`config.mk`:
```
export PLATFORM = sky130hd
export DESIGN_NAME = urp_pcie_rx_vc_scheduler
export DESIGN_NICKNAME = d
export VERILOG_FILES = /design/src/rtl/urp_pcie_rx_pkg.sv /design/src/rtl/urp_pcie_rr_pick.sv /design/src/rtl/urp_pcie_rx_vc_scheduler.sv
export SDC_FILE = /design/constraint.sdc
export NUM_CORES = 1
export LEC_CHECK = 0
export CORE_AREA = 3 3 278 280
export DETAILED_ROUTE_END_ITERATION = 12
export DIE_AREA = 0 0 281 283
export DONT_BUFFER_PORTS = 1
export MAX_ROUTING_LAYER = met4
export SYNTH_ARGS = -nofsm -noshare
export SYNTH_HDL_FRONTEND = slang
export SYNTH_SLANG_ARGS = --single-unit
```
`constraint.sdc`:
```
create_clock -name clk -period 7.7 [get_ports clk]
set_input_delay 1.54 -clock clk [delete_from_list [all_inputs] [get_ports clk]]
set_output_delay 1.54 -clock clk [all_outputs]
set_load 0.02 [all_outputs]
```
`src/rtl/urp_pcie_rx_pkg.sv`:
```
// Shared RX transaction-layer types: TLP geometry, header field offsets, scheduler state.
// Latency: n/a (declarations only).
// Backpressure: n/a.
package urp_pcie_rx_pkg;

    // Full TLP word carried per handshake on the RX decode path.
    localparam int TLP_WIDTH = 224;

    // First-DW header field positions inside the TLP word.
    localparam int TLP_FMT_MSB  = 223;
    localparam int TLP_FMT_LSB  = 221;
    localparam int TLP_TYPE_MSB = 220;
    localparam int TLP_TYPE_LSB = 216;
    localparam int TLP_TC_MSB   = 215;
    localparam int TLP_TC_LSB   = 213;
    localparam int TLP_LEN_MSB  = 212;
    localparam int TLP_LEN_LSB  = 203;

    // Packed view of the leading header bits, MSB-first to match the offsets above.
    typedef struct packed {
        logic [2:0] fmt;
        logic [4:0] typ;
        logic [2:0] tc;
        logic [9:0] len;
    } tlp_hdr_t;

    // Scheduler FSM: IDLE arbitrates, SERVE streams the granted VC.
    typedef enum logic {
        IDLE  = 1'b0,
        SERVE = 1'b1
    } sched_state_e;

    // Width of a VC index; never narrower than one bit.
    function automatic int vc_idx_w(input int n_vc);
        return (n_vc > 1) ? $clog2(n_vc) : 1;
    endfunction

endpackage

```
`src/rtl/urp_pcie_rr_pick.sv`:
```
// Rotating-priority picker: first asserted request scanning ptr, ptr+1, ... modulo N_REQ.
// Latency: purely combinational.
// Backpressure: none; the caller decides when to act on the pick.
module urp_pcie_rr_pick #(
    parameter int N_REQ = 2,
    parameter int IDX_W = 1
) (
    input  logic [N_REQ-1:0] req_i,
    input  logic [IDX_W-1:0] ptr_i,
    output logic             any_o,
    output logic [IDX_W-1:0] idx_o
);

    // Walk the requests starting at the pointer and keep the first hit.
    always_comb begin
        any_o = 1'b0;
        idx_o = '0;
        for (int i = 0; i < N_REQ; i++) begin
            if (!any_o && req_i[(int'(ptr_i) + i) % N_REQ]) begin
                any_o = 1'b1;
                idx_o = IDX_W'((int'(ptr_i) + i) % N_REQ);
            end
        end
    end

endmodule

```
`src/rtl/urp_pcie_rx_vc_scheduler.sv`:
```
// Weighted round-robin share of the RX decode path across N_VC receive FIFOs.
// Latency: 1 cycle arbitration bubble per grant, then back-to-back TLPs within a quantum.
// Backpressure: dst_ready_i low holds grant, data and quantum; src pop only on accepted TLP.
module urp_pcie_rx_vc_scheduler
    import urp_pcie_rx_pkg::*;
#(
    parameter int N_VC       = 2,
    parameter int DATA_WIDTH = TLP_WIDTH,
    parameter int WEIGHT_W   = 4,
    parameter int CNT_W      = 16
) (
    input  logic                       clk,
    input  logic                       rst,
    input  logic [N_VC-1:0]            src_valid_i,
    output logic [N_VC-1:0]            src_ready_o,
    input  logic [N_VC*DATA_WIDTH-1:0] src_data_i,
    input  logic [N_VC*WEIGHT_W-1:0]   weight_i,
    output logic                       dst_valid_o,
    input  logic                       dst_ready_i,
    output logic [DATA_WIDTH-1:0]      dst_data_o,
    output logic [$clog2(N_VC)-1:0]    dst_vc_o,
    output logic                       busy_o,
    output logic [N_VC*CNT_W-1:0]      vc_tlp_cnt_o
);

    localparam int IDX_W = vc_idx_w(N_VC);

    sched_state_e                    state_q, state_d;
    logic [IDX_W-1:0]                rr_ptr_q, rr_ptr_d;
    logic [IDX_W-1:0]                gnt_idx_q, gnt_idx_d;
    logic [WEIGHT_W-1:0]             quantum_cnt_q, quantum_cnt_d;
    logic [N_VC-1:0][CNT_W-1:0]      vc_tlp_cnt_q, vc_tlp_cnt_d;
    logic [DATA_WIDTH-1:0]           hold_dat_q, hold_dat_d;

    logic                            pick_any;
    logic [IDX_W-1:0]                pick_idx;
    logic [WEIGHT_W-1:0]             pick_weight;
    logic                            head_vld;
    logic [DATA_WIDTH-1:0]           head_dat;
    logic                            serve_act;

    // Successor of a VC index, wrapping at N_VC (handles non-power-of-two counts).
    function automatic logic [IDX_W-1:0] next_vc(input logic [IDX_W-1:0] idx);
        if (int'(idx) == N_VC - 1) begin
            return '0;
        end
        return idx + IDX_W'(1);
    endfunction

    urp_pcie_rr_pick #(
        .N_REQ (N_VC),
        .IDX_W (IDX_W)
    ) u_pick (
        .req_i (src_valid_i),
        .ptr_i (rr_ptr_q),
        .any_o (pick_any),
        .idx_o (pick_idx)
    );

    assign pick_weight = weight_i[int'(pick_idx) * WEIGHT_W +: WEIGHT_W];
    assign head_vld    = src_valid_i[gnt_idx_q];
    assign head_dat    = src_data_i[int'(gnt_idx_q) * DATA_WIDTH +: DATA_WIDTH];

    // A pending reset silences the outputs immediately so nothing pops in the reset cycle.
    assign serve_act   = (state_q == SERVE) && !rst;

    // Next-state: arbitrate in IDLE, count quantum and statistics in SERVE.
    always_comb begin
        state_d       = state_q;
        rr_ptr_d      = rr_ptr_q;
        gnt_idx_d     = gnt_idx_q;
        quantum_cnt_d = quantum_cnt_q;
        vc_tlp_cnt_d  = vc_tlp_cnt_q;
        hold_dat_d    = hold_dat_q;
        case (state_q)
            IDLE: begin
                if (pick_any) begin
                    gnt_idx_d     = pick_idx;
                    // A zero weight would starve the VC forever; serve at least one TLP.
                    quantum_cnt_d = (pick_weight == '0) ? WEIGHT_W'(1) : pick_weight;
                    state_d       = SERVE;
                end
            end
            SERVE: begin
                if (!head_vld) begin
                    // Queue drained before the quantum ran out: hand over early.
                    rr_ptr_d = next_vc(gnt_idx_q);
                    state_d  = IDLE;
                end else begin
                    // Remember the head so the decode side sees a stable word after the grant.
                    hold_dat_d = head_dat;
                    if (dst_ready_i) begin
                        vc_tlp_cnt_d[gnt_idx_q] = vc_tlp_cnt_q[gnt_idx_q] + CNT_W'(1);
                        quantum_cnt_d           = quantum_cnt_q - WEIGHT_W'(1);
                        if (quantum_cnt_q == WEIGHT_W'(1)) begin
                            rr_ptr_d = next_vc(gnt_idx_q);
                            state_d  = IDLE;
                        end
                    end
                end
            end
            default: begin
                state_d = IDLE;
            end
        endcase
    end

    // State register with synchronous reset.
    always_ff @(posedge clk) begin
        if (rst) begin
            state_q       <= IDLE;
            rr_ptr_q      <= '0;
            gnt_idx_q     <= '0;
            quantum_cnt_q <= '0;
            vc_tlp_cnt_q  <= '0;
            hold_dat_q    <= '0;
        end else begin
            state_q       <= state_d;
            rr_ptr_q      <= rr_ptr_d;
            gnt_idx_q     <= gnt_idx_d;
            quantum_cnt_q <= quantum_cnt_d;
            vc_tlp_cnt_q  <= vc_tlp_cnt_d;
            hold_dat_q    <= hold_dat_d;
        end
    end

    // Pop strobe: one-hot at the grant, only when the decode stage takes the head.
    always_comb begin
        src_ready_o = '0;
        if (serve_act && head_vld && dst_ready_i) begin
            src_ready_o[gnt_idx_q] = 1'b1;
        end
    end

    assign dst_valid_o  = serve_act && head_vld;
    assign dst_data_o   = serve_act ? head_dat : hold_dat_q;
    assign dst_vc_o     = gnt_idx_q;
    assign busy_o       = serve_act;
    assign vc_tlp_cnt_o = vc_tlp_cnt_q;

endmodule

```
==> key figures <==
Die
  – Core Area: between 70000 and 80000 sq um
  – Die height: around 280 microns
  – Row count: 100
  – Die Wd: between 200 and 300 microns
  – Boundary pin count: roughly 720
  – Starting Density: a little under a fifth
  – Die area: between 70000 and 80000 sq um

Placement
  – Area of placed instances: between 10000 and 15000 sq um
  – Placed cells: roughly 2600
  – Place WS: just under 3 ns
  – Global placer's final weighted congestion: 0.8284
  – Port Buffers: 0
  – Dpl hpwl: 36840 microns

Global routing
  – Gr usage total: 11.48%
  – First-pass GRT wire length: ~70000 microns
  – Total grt overflow: 0
  – Largest net degree at the start of global routing: 272
  – Antenna violations before repair: 19
  – Vias in the first global route: between 10000 and 15000

Drt
  – Initial drt markers: approximately 650
  – DRT Pass-1 Iters: 5
  – Drt total wl: slightly below 50000 microns
  – Antenna viol nets, final: 0
  – Routed len/inst: approximately 18 microns
  – Routed vias/inst: 4.570
  – DR vias: between 10000 and 15000
  – DRC Markers: 0

Hold path
  – WHS Path Cells: 2
  – Hold_sp: quantum_cnt_q[3]$_SDFFE_PP0P_
  – Hold EP: quantum_cnt_q[3]$_SDFFE_PP0P_
  – Hold Crit Class: reg -> reg

Pwr
  – Leak: 4.896 nW
  – Worst ir drop on vdd: about 0.00013 V
  – Post-layout power: about 3.7 mW
  – Pwr Density: 231.9 nW/um^2

Setup path
  – Startpoint Class: primary input
  – Worst Setup Path Type: in -> out
  – CP startpoint: rst
  – Worst Path Arrival: ~4.5 ns
  – WP data required: 6.16 ns
  – Max stage delay cell, worst path: o21ai_0
  – CP peak stage delay: just over 0.8 ns
  – Worst reg2reg startpoint: dst_vc_o$_SDFFE_PP0P_
  – WP depth: 3
  – RR Endpoint: hold_dat_q[108]$_SDFFE_PP0P_
  – Critical-path cell list: nand2b_4 -> buf_12 -> o21ai_0
  – FF-to-FF setup slack: around 3.9 ns
  – R2r worst-path depth: 7
  – CP endpoint kind: output pin
  – Cell family with most CP delay: compound AO/OA/AOI/OAI gates
  – CP Buf/Inv Count: 1
  – Worst-path maximum fanout: around 270

Timing
  – Clock Skew: around 0.022 ns
  – Fmax: around 170 MHz
  – Slew margin rel.: -11.43%
  – Tcrit/Tclk final: between 70% and 80%
  – Slew Limit Fails: between 90 and 100
  – Final Hold Fails: 0
  – Setup TNS: 0 ns
  – Worst-margin pin slew: about 1.7 ns
  – Setup ws final: about 1.6 ns
  – Unrepaired setup endpoints after global routing: no
  – Final setup violating endpoints: 0
  – Hold Worst Slack: around 0.48 ns
  – Final min period: slightly above 6 ns

Clock tree
  – Clock slew at reported path FFs: about 0.06 ns
  – CTS tree: yes
  – CTS Hold Bufs: 0
  – Root buffer cell: clkbuf_16
  – Clock latency on the worst-skew pair: roughly 0.58 ns
  – H-tree depth: 1
  – Post-CTS setup buffer count: 0
  – Total CTS buffers: 30
  – CTS Sinks: between 200 and 300
  – CTS Buffer Depth: 3
  – Post-CTS sizing: 0

Logic synthesis
  – Gate Count Post-Synth: 1764
  – Syn_area_per_cell: roughly 8 sq um
  – Post-synthesis mux area share: 16.81%
  – Dominant cell type by area after synthesis: dfxtp_1
  – Ys Warns: 0
  – Combinational family with the most area after synthesis: compound AO/OA/AOI/OAI gates
  – Syn Std Cell Area: between 10000 and 15000 sq um
  – Asr flop ratio synth: 0%
  – Syn Nets: between 2000 and 2500
  – Post-Synth Simple-Gate Area: 16.49%
  – Seq/Total Area, Yosys: between 30% and 40%
  – Largest cells by area after synthesis: dfxtp_1, mux2i_1, a211oi_1
  – Adder-cell share of the synthesized area: less than 1%
  – #FFs+latches synth: approximately 260
  – Compound-Gate Fraction of Synth Area: 22.52%
  – Number of synthesized flops with an enable pin: 0
  – Synth Flop Type: dfxtp_1
  – Post-synthesis cell type count: between 40 and 50
  – Post-Synth XOR/XNOR Area: roughly 1.1%
  – Post-synth top area share: between 30% and 40%

Final layout
  – Share of cells above drive strength 1: under 10%
  – Final Non-Filler Cells: approximately 2700
  – Multi-input gate area: about 8000 sq um
  – Synthesis-to-finish area growth: 12.55%
  – Commonest non-fill, non-tap cell in the layout: dfxtp_1
  – Final core occ: a little over a fifth
  – Most frequent cells in the layout: dfxtp_1, nand2_1, nor2_1, o21ai_0, mux2i_1
  – Nets: ~2100
  – Fillers: between 8000 and 9000
  – Design area: 15790 sq um
  – Register Area: 5269 sq um

Status
  – Outcome: complete, but fails checks
  – Violations in the final reports: slew limit

Job
  – Max Cap Viol: 0
## kinds of logic (layout without fill, tap and decap cells)
kind of cell,after synthesis,after routing
AO/OA/AOI/OAI,503,503
adder cells (fa/ha/maj),3,3
AND/OR/NAND/NOR,570,570
XOR/XNOR,18,18
flip-flops,263,263
multiplexers,235,235
other,0,16
buffers and inverters,172,74
## tightest hold or removal path: cells and delay by family, from the launching register on
family          cells  cell delay [ns]
simple gates        1             0.07
flops               1             0.31
compound gates      1             0.05
## cells in the mapped netlist, types with 4 or more instances
cell type	instances
nand4b_1	4
nand2b_1	5
xor2_1	14
buf_2	66
nand3_1	17
nand4_1	8
nand3b_1	6
a21oi_1	18
dfxtp_1	263
clkbuf_1	93
nor3_1	4
a211oi_1	227
o21ai_0	234
mux2i_1	230
xnor2_1	4
nand2_1	257
a22oi_1	5
nor2_1	250
or3_1	7
inv_1	9
mux2_2	5
## sequential cells by signal, indices dropped and copies added (netlist names)
register	flops
hold_dat_q	224
vc_tlp_cnt_o	32
quantum_cnt_q	4
dst_vc_o	1
rr_ptr_q	1
state_q	1
## power by group
group	internal (mW)	switching [mW]	total [mW]	leakage, nW
Sequential	1.46	0.0618	1.52	2.15
Combinational	0.197	0.468	0.665	2.23
Clock	0.903	0.573	1.48	0.509
## how the worst max path moves through the flow
stage / endpoint
after global placement: dst_data_o[36]
after global routing: dst_data_o[45]
final: dst_data_o[73]
after floorplan: dst_data_o[215]
after CTS: dst_data_o[45]
after detailed placement: dst_data_o[192]
## per-layer routing
layer  global-route usage (%)  vias up  share of wire (%)
met2                    19.11      553                 47
met1                    12.78     5465                 39
li1                         -     6029                  -
met4                    3.958        0                3.1
met5                        -        -                  0
met3                    3.911       68                 10
## final cells by class
cell class	count	share of cell area, %
flip-flops and latches	263	33.37
well taps	969	7.680
repair buffers	11	0.9986
clock buffers	49	6.047
clock inverters	5	0.4755
diodes	16	0.2536
multi-input cells	1329	50.96
inverters	9	0.2140
(Power assumes the default switching activity.)
